### config.mk
export PLATFORM = sky130hd
export DESIGN_NAME = branch_unit_flat
export DESIGN_NICKNAME = d
export VERILOG_FILES = /design/src/rtl/srm_pkg.sv /design/src/rtl/branch_unit_if.sv /design/src/rtl/branch_cond_eval.sv /design/src/rtl/branch_unit.sv /design/src/flat_wrapper.sv
export SDC_FILE = /design/constraint.sdc
export NUM_CORES = 1
export LEC_CHECK = 0
export CORE_ASPECT_RATIO = 0.75
export CORE_MARGIN = 2
export CORE_UTILIZATION = 54
export DETAILED_ROUTE_END_ITERATION = 16
export GPL_ROUTABILITY_DRIVEN = 0
export PLACE_DENSITY = 0.87
export SLEW_MARGIN = 20
export SYNTH_ARGS = -nofsm -noshare
export SYNTH_HDL_FRONTEND = slang
export SYNTH_SLANG_ARGS = --single-unit
### constraint.sdc
create_clock -name clk -period 4.6 [get_ports clk]
set_input_delay 1.15 -clock clk [delete_from_list [all_inputs] [get_ports clk]]
set_output_delay 1.15 -clock clk [all_outputs]
set_load 0.01 [all_outputs]
### src/rtl/srm_pkg.sv
// Shared definitions for the Simple RISC Machine branch path: branch
// operation codes, condition codes, branch FSM states and status flag positions.
package srm_pkg;

    // Branch operation codes carried on br_op
    typedef enum logic [1:0] {
        OP_B   = 2'b00,
        OP_BL  = 2'b01,
        OP_BX  = 2'b10,
        OP_BLX = 2'b11
    } br_op_e;

    // Condition codes for conditional B (only meaningful with OP_B)
    localparam logic [2:0] COND_B   = 3'b000;
    localparam logic [2:0] COND_BEQ = 3'b001;
    localparam logic [2:0] COND_BNE = 3'b010;
    localparam logic [2:0] COND_BLT = 3'b011;
    localparam logic [2:0] COND_BLE = 3'b100;

    // Branch sequencer states
    typedef enum logic [1:0] {
        ST_IDLE   = 2'b00,
        ST_EVAL   = 2'b01,
        ST_LINK   = 2'b10,
        ST_UPDATE = 2'b11
    } br_state_e;

    // Bit positions inside the {Z,V,N} status vector
    localparam int STATUS_Z = 2;
    localparam int STATUS_V = 1;
    localparam int STATUS_N = 0;

    // True for the operations that also write the return address to R7
    function automatic logic op_links(br_op_e op);
        return (op == OP_BL) || (op == OP_BLX);
    endfunction

endpackage

### src/rtl/branch_unit_if.sv
// Controller-side bundle for the branch unit: status capture, branch request
// operands and the PC / link write-back outputs.
interface branch_unit_if #(
    parameter int PCW = 9,
    parameter int DW  = 16
);
    logic           load_s;
    logic [2:0]     status_in;
    logic [2:0]     status_q;
    logic           br_req;
    logic [1:0]     br_op;
    logic [2:0]     cond;
    logic [7:0]     imm8;
    logic [PCW-1:0] pc_in;
    logic [DW-1:0]  reg_in;
    logic           br_ready;
    logic           taken;
    logic           write_link;
    logic [DW-1:0]  link_out;
    logic           load_pc;
    logic [PCW-1:0] pc_out;
    logic           br_done;

    // Controller / datapath side
    modport master (
        output load_s, status_in, br_req, br_op, cond, imm8, pc_in, reg_in,
        input  status_q, br_ready, taken, write_link, link_out, load_pc, pc_out, br_done
    );

    // Branch unit side
    modport slave (
        input  load_s, status_in, br_req, br_op, cond, imm8, pc_in, reg_in,
        output status_q, br_ready, taken, write_link, link_out, load_pc, pc_out, br_done
    );
endinterface

### src/rtl/branch_cond_eval.sv
// Combinational condition evaluator: maps a condition code and {Z,V,N}
// flags to a take decision. Unused codes never take.
module branch_cond_eval
    import srm_pkg::*;
(
    input  logic [2:0] cond_i,
    input  logic [2:0] flags_i,
    output logic       take_o
);
    logic z, v, n;

    assign z = flags_i[STATUS_Z];
    assign v = flags_i[STATUS_V];
    assign n = flags_i[STATUS_N];

    // Decode the condition against the flags
    always_comb begin
        take_o = 1'b0;
        case (cond_i)
            COND_B:   take_o = 1'b1;
            COND_BEQ: take_o = z;
            COND_BNE: take_o = ~z;
            COND_BLT: take_o = n ^ v;
            COND_BLE: take_o = (n ^ v) | z;
            default:  take_o = 1'b0;
        endcase
    end
endmodule

### src/rtl/branch_unit.sv
// Branch unit: status register, branch sequencer (IDLE/EVAL/LINK/UPDATE),
// operand latches and target adder. Produces one-cycle load_pc / write_link
// pulses for the PC register and register-file R7 port. Assumes PCW > 8.
module branch_unit
    import srm_pkg::*;
#(
    parameter int PCW = 9,
    parameter int DW  = 16
)(
    input  logic         clk,
    input  logic         reset,
    branch_unit_if.slave bus
);
    logic [2:0]     status_q;
    br_state_e      state_q;

    // Operands latched at accept
    br_op_e         op_q;
    logic [2:0]     cond_q;
    logic [7:0]     imm8_q;
    logic [PCW-1:0] pc_q;
    logic [PCW-1:0] reg_tgt_q;
    logic [2:0]     flags_q;

    // Registered outputs
    logic           ready_q;
    logic           taken_q;
    logic           write_link_q;
    logic           load_pc_q;
    logic           br_done_q;
    logic [DW-1:0]  link_q;
    logic [PCW-1:0] pc_out_q;

    // Next-value datapath derived from the latched operands
    logic           cond_take_d;
    logic           take_d;
    logic [PCW-1:0] pc_plus1_d;
    logic [PCW-1:0] target_d;
    logic [PCW-1:0] pc_next_d;

    // Only the low PCW bits of Rd form a BX/BLX target
    logic           unused_reg_hi;
    assign unused_reg_hi = ^bus.reg_in[DW-1:PCW];

    branch_cond_eval u_cond (
        .cond_i  (cond_q),
        .flags_i (flags_q),
        .take_o  (cond_take_d)
    );

    // Target adder: relative for B/BL, register-indirect for BX/BLX, all modulo 2^PCW
    always_comb begin
        pc_plus1_d = pc_q + PCW'(1);
        take_d     = (op_q == OP_B) ? cond_take_d : 1'b1;
        if ((op_q == OP_B) || (op_q == OP_BL))
            target_d = pc_plus1_d + {{(PCW-8){imm8_q[7]}}, imm8_q};
        else
            target_d = reg_tgt_q;
        pc_next_d  = take_d ? target_d : pc_plus1_d;
    end

    // Status register: captures ALU flags whenever load_s is set, whatever the sequencer does
    always_ff @(posedge clk or posedge reset) begin
        if (reset)
            status_q <= 3'b000;
        else if (bus.load_s)
            status_q <= bus.status_in;
    end

    // Branch sequencer with registered handshake and write-back outputs
    always_ff @(posedge clk or posedge reset) begin
        if (reset) begin
            state_q      <= ST_IDLE;
            op_q         <= OP_B;
            cond_q       <= 3'b000;
            imm8_q       <= 8'h00;
            pc_q         <= '0;
            reg_tgt_q    <= '0;
            flags_q      <= 3'b000;
            ready_q      <= 1'b1;
            taken_q      <= 1'b0;
            write_link_q <= 1'b0;
            load_pc_q    <= 1'b0;
            br_done_q    <= 1'b0;
            link_q       <= '0;
            pc_out_q     <= '0;
        end else begin
            case (state_q)
                ST_IDLE: begin
                    if (bus.br_req) begin
                        op_q      <= br_op_e'(bus.br_op);
                        cond_q    <= bus.cond;
                        imm8_q    <= bus.imm8;
                        pc_q      <= bus.pc_in;
                        reg_tgt_q <= bus.reg_in[PCW-1:0];
                        // Register value before any same-cycle load_s update
                        flags_q   <= status_q;
                        ready_q   <= 1'b0;
                        state_q   <= ST_EVAL;
                    end
                end
                ST_EVAL: begin
                    if (op_links(op_q)) begin
                        write_link_q <= 1'b1;
                        link_q       <= {{(DW-PCW){1'b0}}, pc_plus1_d};
                        state_q      <= ST_LINK;
                    end else begin
                        load_pc_q <= 1'b1;
                        br_done_q <= 1'b1;
                        taken_q   <= take_d;
                        pc_out_q  <= pc_next_d;
                        state_q   <= ST_UPDATE;
                    end
                end
                ST_LINK: begin
                    write_link_q <= 1'b0;
                    load_pc_q    <= 1'b1;
                    br_done_q    <= 1'b1;
                    taken_q      <= take_d;
                    pc_out_q     <= pc_next_d;
                    state_q      <= ST_UPDATE;
                end
                ST_UPDATE: begin
                    load_pc_q <= 1'b0;
                    br_done_q <= 1'b0;
                    taken_q   <= 1'b0;
                    ready_q   <= 1'b1;
                    state_q   <= ST_IDLE;
                end
                default: begin
                    state_q <= ST_IDLE;
                    ready_q <= 1'b1;
                end
            endcase
        end
    end

    assign bus.status_q   = status_q;
    assign bus.br_ready   = ready_q;
    assign bus.taken      = taken_q;
    assign bus.write_link = write_link_q;
    assign bus.link_out   = link_q;
    assign bus.load_pc    = load_pc_q;
    assign bus.pc_out     = pc_out_q;
    assign bus.br_done    = br_done_q;
endmodule

### src/flat_wrapper.sv
// flat-port wrapper written by rule: the top's interface ports become plain ports
module branch_unit_flat import srm_pkg::*;
#(
    parameter int PCW = 9,
    parameter int DW  = 16
)
  (clk, reset, bus_load_s, bus_status_in, bus_br_req, bus_br_op, bus_cond, bus_imm8, bus_pc_in, bus_reg_in, bus_status_q, bus_br_ready, bus_taken, bus_write_link, bus_link_out, bus_load_pc, bus_pc_out, bus_br_done);
  branch_unit_if #(.PCW(PCW), .DW(DW)) bus_i ();
  input  logic clk;
  input  logic reset;
  input wire logic [$bits(bus_i.load_s)-1:0] bus_load_s;
  input wire logic [$bits(bus_i.status_in)-1:0] bus_status_in;
  input wire logic [$bits(bus_i.br_req)-1:0] bus_br_req;
  input wire logic [$bits(bus_i.br_op)-1:0] bus_br_op;
  input wire logic [$bits(bus_i.cond)-1:0] bus_cond;
  input wire logic [$bits(bus_i.imm8)-1:0] bus_imm8;
  input wire logic [$bits(bus_i.pc_in)-1:0] bus_pc_in;
  input wire logic [$bits(bus_i.reg_in)-1:0] bus_reg_in;
  output wire logic [$bits(bus_i.status_q)-1:0] bus_status_q;
  output wire logic [$bits(bus_i.br_ready)-1:0] bus_br_ready;
  output wire logic [$bits(bus_i.taken)-1:0] bus_taken;
  output wire logic [$bits(bus_i.write_link)-1:0] bus_write_link;
  output wire logic [$bits(bus_i.link_out)-1:0] bus_link_out;
  output wire logic [$bits(bus_i.load_pc)-1:0] bus_load_pc;
  output wire logic [$bits(bus_i.pc_out)-1:0] bus_pc_out;
  output wire logic [$bits(bus_i.br_done)-1:0] bus_br_done;
  assign bus_i.load_s = bus_load_s;
  assign bus_i.status_in = bus_status_in;
  assign bus_i.br_req = bus_br_req;
  assign bus_i.br_op = bus_br_op;
  assign bus_i.cond = bus_cond;
  assign bus_i.imm8 = bus_imm8;
  assign bus_i.pc_in = bus_pc_in;
  assign bus_i.reg_in = bus_reg_in;
  assign bus_status_q = bus_i.status_q;
  assign bus_br_ready = bus_i.br_ready;
  assign bus_taken = bus_i.taken;
  assign bus_write_link = bus_i.write_link;
  assign bus_link_out = bus_i.link_out;
  assign bus_load_pc = bus_i.load_pc;
  assign bus_pc_out = bus_i.pc_out;
  assign bus_br_done = bus_i.br_done;
  branch_unit #(.PCW(PCW), .DW(DW)) u_core (.clk(clk), .reset(reset), .bus(bus_i));
endmodule
Word level (Yosys, flattened, before mapping)
Cells that the tools add are included.
Cells by class
  mux-type cells: 17
  equal/unequal tests: 12
  add/subtract/negate cells: 2
  reductions and logical operators: 14
  bitwise logic cells: 3
Operators with widths (count)
  two-way mux 9 bit: 3
  one-hot mux 9 bit (2 select lines): 1
  AND reduction 2 bit: 6
  adder 9 x 1 -> 9 bit, second input constant: 1
  adder 9 bit: 1
  one-hot mux 2 bit (4 select lines): 1
  equality test 2 bit, second input constant: 3
  equality test 3 x 2 -> 1 bit, second input constant: 2
  two-way mux 1 bit: 6
  one-hot mux 1 bit (3 select lines): 2
  one-hot mux 1 bit (5 select lines): 1
  equality test 2 x 1 -> 1 bit, second input constant: 2
  zero test 2 bit: 2
  inequality test 2 bit, second input constant: 2
  one-hot mux 1 bit (2 select lines): 2
  nonzero test 2 bit: 2
  equality test 3 x 1 -> 1 bit, second input constant: 1
  equality test 3 bit, second input constant: 1
  zero test 3 bit: 1
  nonzero test 3 bit: 1
  logical OR 1 bit: 2
  two-way mux 2 bit: 1
  inequality test 2 x 1 -> 1 bit, second input constant: 1
  NOT 1 bit: 1
  other kinds (2): 2
Storage, ports and cells
  output and inout port bits: 33
  word-level logic and storage cells: 62
  register bits: 61

Longest topological paths before layout
  depth after elaboration: 7
  mapped depth: 10

Cells and area by module
Synthesis repeated with hierarchy kept, for this count alone.
Unflattened totals
  cell total of the unflattened synthesis: 275
  area, all modules: 3165.5 um^2
By module, submodules not included
  branch_unit: area each 3110.5 um^2, instances 1, seq. area each 1527.7 um^2, cells each 269
  branch_cond_eval: area each 55.1 um^2, instances 1, seq. area each 0.0 um^2, cells each 6

Worst setup path before layout
Ideal clock, no wire load.
  kind: reg-to-reg
  from: register u_core.pc_q[0]
  to: register u_core.pc_out_q[6] (netlist: u_core.bus.pc_out[6])
  slack: 2315 ps
  data arrival time: 2208 ps
  stages on the path, launching flop included: 9
  data required time: 4523 ps
  cells stage by stage: dfrtp_1 > ha_1 > inv_1 > fa_1 > nand2b_1 > a211oi_1 > nor3_1 > or4b_1 > a21oi_1
Between the ends
  cells in the longest elaborated chain, start to end: 6
RTL lines
  start: declaration: RTL line branch_unit.sv:21  | logic [PCW-1:0] pc_q;
  start signal: assignment: RTL line branch_unit.sv:94  | pc_q <= bus.pc_in;
  adder 9 x 1 -> 9 bit *: RTL line branch_unit.sv:53  | pc_plus1_d = pc_q + PCW'(1);
  net u_core.pc_plus1_d[1]: RTL line branch_unit.sv:37  | logic [PCW-1:0] pc_plus1_d;
  adder 9 bit *: RTL line branch_unit.sv:56  | target_d = pc_plus1_d + {{(PCW-8){imm8_q[7]}}, imm8_q};
  two-way mux 9 bit *: RTL line branch_unit.sv:55  | if ((op_q == OP_B) || (op_q == OP_BL))
  two-way mux 9 bit *: RTL line branch_unit.sv:59  | pc_next_d = take_d ? target_d : pc_plus1_d;
  two-way mux 9 bit: RTL line branch_unit.sv:103  | if (op_links(op_q)) begin
  one-hot mux 9 bit (2 select lines) *: RTL line branch_unit.sv:88  | case (state_q)
  end signal: assignment: RTL line branch_unit.sv:111  | pc_out_q <= pc_next_d;
  end signal: assignment: RTL line branch_unit.sv:120  | pc_out_q <= pc_next_d;
  end: declaration: RTL line branch_unit.sv:32  | logic [PCW-1:0] pc_out_q;
Mark *: on every way through the listed nets, which the timed path passes. The rest lies on a longest branch. The select of a mux whose other input is x is not followed.
A chain may end at the register's enable or synchronous reset.

Worst setup path in the final report
Same ends and word-level chain as after synthesis.

==> metrics.md <==
| Metric | Value |
|---|---|
| Simple-gate share of the synthesized area | `0.0968` |
| Worst EP required | `about 4.9 ns` |
| Shortest clock period the worst path allows after layout | `between 2 and 3 ns` |
| DR iter-0 viols | `201` |
| Critical path's top delay family | `simple AND/OR/NAND/NOR gates` |
| Avg WL per Cell | `approximately 15 um` |
| Predominant post-synthesis flop cell | `sky130_fd_sc_hd__dfrtp_1` |
| Area contributors post-synth | `sky130_fd_sc_hd__dfrtp_1 (47%), sky130_fd_sc_hd__mux2_2 (14%), sky130_fd_sc_hd__ha_1 (5.4%)` |
| Dominant combinational cell family by area after synthesis | `multiplexers` |
| List of most frequent post-synthesis cells | `sky130_fd_sc_hd__dfrtp_1 (60), sky130_fd_sc_hd__mux2_2 (41), sky130_fd_sc_hd__o21ai_0 (28), sky130_fd_sc_hd__nand2_1 (21), sky130_fd_sc_hd__nor2_1 (16)` |
| Synthesized area per cell | `11.0 um2` |
| Sequential cell area fraction in the yosys report | `0.475` |
| Global-route wire length before repair | `between 10000 and 15000 um` |
| Placeable core region | `5800 um2` |
| Unrepaired setup endpoints after global routing | `no` |
| Drt pass-1 iters | `4` |
| Placed wire-length estimate | `5070 um` |
| Number of warnings issued by yosys | `0` |
| Worst-Skew Late Latency | `approximately 0.34 ns` |
| Drt total wl | `around 6800 um` |
| Final Cycle Share | `0.591` |
| Synth cell types | `47` |
| Largest net degree at the start of global routing | `35` |
| Final setup vio count | `0` |
| Hold violation count in the final report | `0` |
| Total count of max-transition violations in the final report | `0` |
| Share of flip-flops with an asynchronous set or reset after synthesis | `1.00` |
| Number of global-route vias before repair | `between 2000 and 2500` |
| Number of maximum-capacitance constraint violations | `0` |
| Level count of the clock H-tree | `3` |
| Final core utilization | `0.708` |
| Die area | `6600 um2` |
| Combined area of all synthesized cells | `3220 um2` |
| Port Buf Inserts | `63` |
| Layout Skew | `0.0100 ns` |
| Actual transition at the worst max-transition pin | `around 0.87 ns` |
| Worst Setup SP | `u_core.pc_q[0]` |
| Worst-path maximum fanout | `7` |
| Worst hold margin | `0.478 ns` |
| Die Height | `approximately 71 um` |
| Chain of cells forming the critical path | `ha_1 -> nand3_1 -> xnor2_1 -> ha_1 -> nand2_1 -> a211oi_1 -> nor3_1 -> or4b_1 -> a21oi_1` |
| Post-synth top area share | `0.466` |
| Post-detailed-route count of antenna-violating nets | `0` |
| Initial Util | `0.555` |
| Setup Total Neg Slack | `0 ns` |
| Count of state elements after synthesis | `between 60 and 70` |
| Layout area overhead | `27.4%` |
| Maximum buffer depth of the clock tree | `2` |
| IO Count | `just under 80` |
| Number of sinks driven by the clock tree | `61` |
| Maximum resistive drop on vdd | `399 uV` |
| Adder-cell share of the synthesized area | `0.0606` |
| Global routing usage summed across all routing layers | `0.230` |
| Avg Vias per Cell | `~5.6` |
| Clk pin slew, worst setup/hold paths | `0.07 ns` |
| Most instantiated library cell after synthesis | `sky130_fd_sc_hd__dfrtp_1` |
| FMAX | `~0.37 GHz` |
| CTS tree | `built` |
| HP Class | `flip-flop to flip-flop` |
| Die boundary width | `between 90 and 100 um` |
| Post-synth top area cell | `sky130_fd_sc_hd__dfrtp_1` |
| Compound-gate portion of the synthesized area | `0.125` |
| Relative max-transition margin | `0.418` |
| Net count, final | `roughly 420` |
| Placement Rows | `24` |
| Kind of capture point of the worst setup path | `flip-flop` |
| Critical R2R Launch | `u_core.pc_q[0]` |
| Parity-gate share of the synthesized area counting xor and xnor cells | `0.0342` |
| Count of hold buffers inserted by post-cts repair | `0` |
| Run status | `finished, final reports clean` |
| Reported leakage power | `1.78 nW` |
| Total global routing overflow | `0` |
| Biggest cell delay along the critical path | `roughly 0.5 ns` |
| Ant diodes | `0` |
| Post-synth EDFFs | `0` |
| Count of cells resized by post-cts repair | `0` |
| Slowest library cell on the worst path | `sky130_fd_sc_hd__dfrtp_1` |
| Total CTS buffers | `9` |
| Post-route DRC | `0` |
| Number of antenna violations at the first check in global routing | `0` |
| Startpoint class of the critical path | `flip-flop` |
| Multiplexer share of the synthesized area | `0.162` |
| Arr. time, crit path | `2.99 ns` |
| Number of instances in the synthesized netlist | `just under 300` |
| Fraction of layout cells with a size suffix above 1 | `0.176` |
| Post-CTS Setup Repair Bufs | `0` |
| Buffering stage count on the worst path with inverters included | `0` |
| Total power of the final layout | `around 3.4 mW` |
| Kind of critical path | `flip-flop to flip-flop` |
| Cell seen most often among critical-path stages | `sky130_fd_sc_hd__ha_1` |
| Ratio of total power to cell area | `just over 800 nW/um2` |
| Worst Min Path Start | `u_core.bus.link_out[3]` |
| Clock tree root driver cell | `sky130_fd_sc_hd__clkbuf_8` |
| Detailed-route via count | `between 2000 and 2500` |
-- placed cells by master (no fill, tap or decap), types with 2 or more instances in the layout --
cell type                         synthesis  layout
sky130_fd_sc_hd__mux2i_1                  6       6
sky130_fd_sc_hd__nand2_1                 21      21
sky130_fd_sc_hd__xor2_1                   4       4
sky130_fd_sc_hd__nor2_1                  16      16
sky130_fd_sc_hd__conb_1                   1       7
sky130_fd_sc_hd__a21o_1                   4       4
sky130_fd_sc_hd__clkbuf_8                 0       9
sky130_fd_sc_hd__nand2b_1                 6       6
sky130_fd_sc_hd__o21ai_0                 28      28
sky130_fd_sc_hd__mux2_2                  41      41
sky130_fd_sc_hd__buf_4                    8       2
sky130_fd_sc_hd__xnor2_1                  6       6
sky130_fd_sc_hd__a221oi_1                 2       2
sky130_fd_sc_hd__o31ai_1                  2       2
sky130_fd_sc_hd__ha_1                    14      14
sky130_fd_sc_hd__dfrtp_1                 60      60
sky130_fd_sc_hd__nand3_1                  4       4
sky130_fd_sc_hd__nor3_1                   3       3
sky130_fd_sc_hd__and2_1                   2       2
sky130_fd_sc_hd__or2_1                    2       2
sky130_fd_sc_hd__clkdlybuf4s50_1          0      63
sky130_fd_sc_hd__o21ai_1                  2       2
sky130_fd_sc_hd__a21oi_1                  9       9
sky130_fd_sc_hd__a211oi_1                 9       9
sky130_fd_sc_hd__inv_1                   13      12
sky130_fd_sc_hd__clkinvlp_4               0       3
sky130_fd_sc_hd__bufinv_16                0       2
-- routing by layer --
metal  global-route usage  part of all wire
met1                0.313              0.43
met2                0.355              0.48
met3               0.0777             0.082
met4               0.0686             0.013
met5                    0                 0
-- tightest hold or removal path, cell delays in order, from the launching register on --
cell,delay [ns]
sky130_fd_sc_hd__dfrtp_1,0.34
sky130_fd_sc_hd__nand2_1,0.05
sky130_fd_sc_hd__o21ai_0,0.06
-- per-stage QoR --
step / instance area (um2) / worst slack (ns) / std cells
floorplan: 3240 / 1.94 / 298
global placement: 3890 / 2.00 / 425
detailed placement: 3890 / 1.96 / 425
CTS: 4100 / 1.94 / 441
global route: 4100 / 1.60 / 441
finish: 4100 / 1.88 / 441
-- flip-flops by register name (all words and copies together), names as in the netlist --
signal,count
u_core.bus.link_out,9
u_core.bus.pc_out,9
u_core.pc_q,9
u_core.reg_tgt_q,9
u_core.imm8_q,8
u_core.bus.status_q,3
u_core.cond_q,3
u_core.flags_q,3
u_core.op_q,2
u_core.state_q,2
u_core.bus.br_ready,1
u_core.bus.load_pc,1
u_core.bus.taken,1
u_core.bus.write_link,1
-- area by class of cell --
| type | count | area (um2) |
|---|---|---|
| fillers | 413 | 1690 |
| multi-input cells | 208 | 1570 |
| flip-flops and latches | 61 | 1530 |
| repair buffers | 65 | 646 |
| clock buffers | 10 | 128 |
| well taps | 78 | 97.6 |
| clock inverters | 6 | 87.6 |
| inverters | 13 | 48.8 |
-- report_power, final --
part | total [mW] | switching (mW) | internal (mW) | leakage [nW]
Clock | 0.513 | 0.210 | 0.304 | 0.0985
Sequential | 1.05 | 0.235 | 0.811 | 0.721
Combinational | 1.79 | 0.902 | 0.893 | 0.955
Total | 3.35 | 1.35 | 2.01 | 1.78
-- logic make-up after synthesis --
family / Yosys count
compound gates: 65
xor+xnor: 11
fa+ha+maj: 15
buf+inv: 29
flops: 61
mux: 47
other cells: 1
simple gates: 63
-- worst paths after layout --
kind                                     endpoint  slack, ns  cells after the start
min                        u_core.bus.link_out[3]       0.48                      2
min in group asynchronous      u_core.bus.load_pc       1.21                      2
max                          u_core.bus.pc_out[6]       1.88                      9
min reg2reg                u_core.bus.link_out[3]       0.48                      2
max reg2reg                  u_core.bus.pc_out[6]       1.88                      9
max in group asynchronous     u_core.bus.br_ready       2.49                      3
Power figures use the tool's default switching activity.
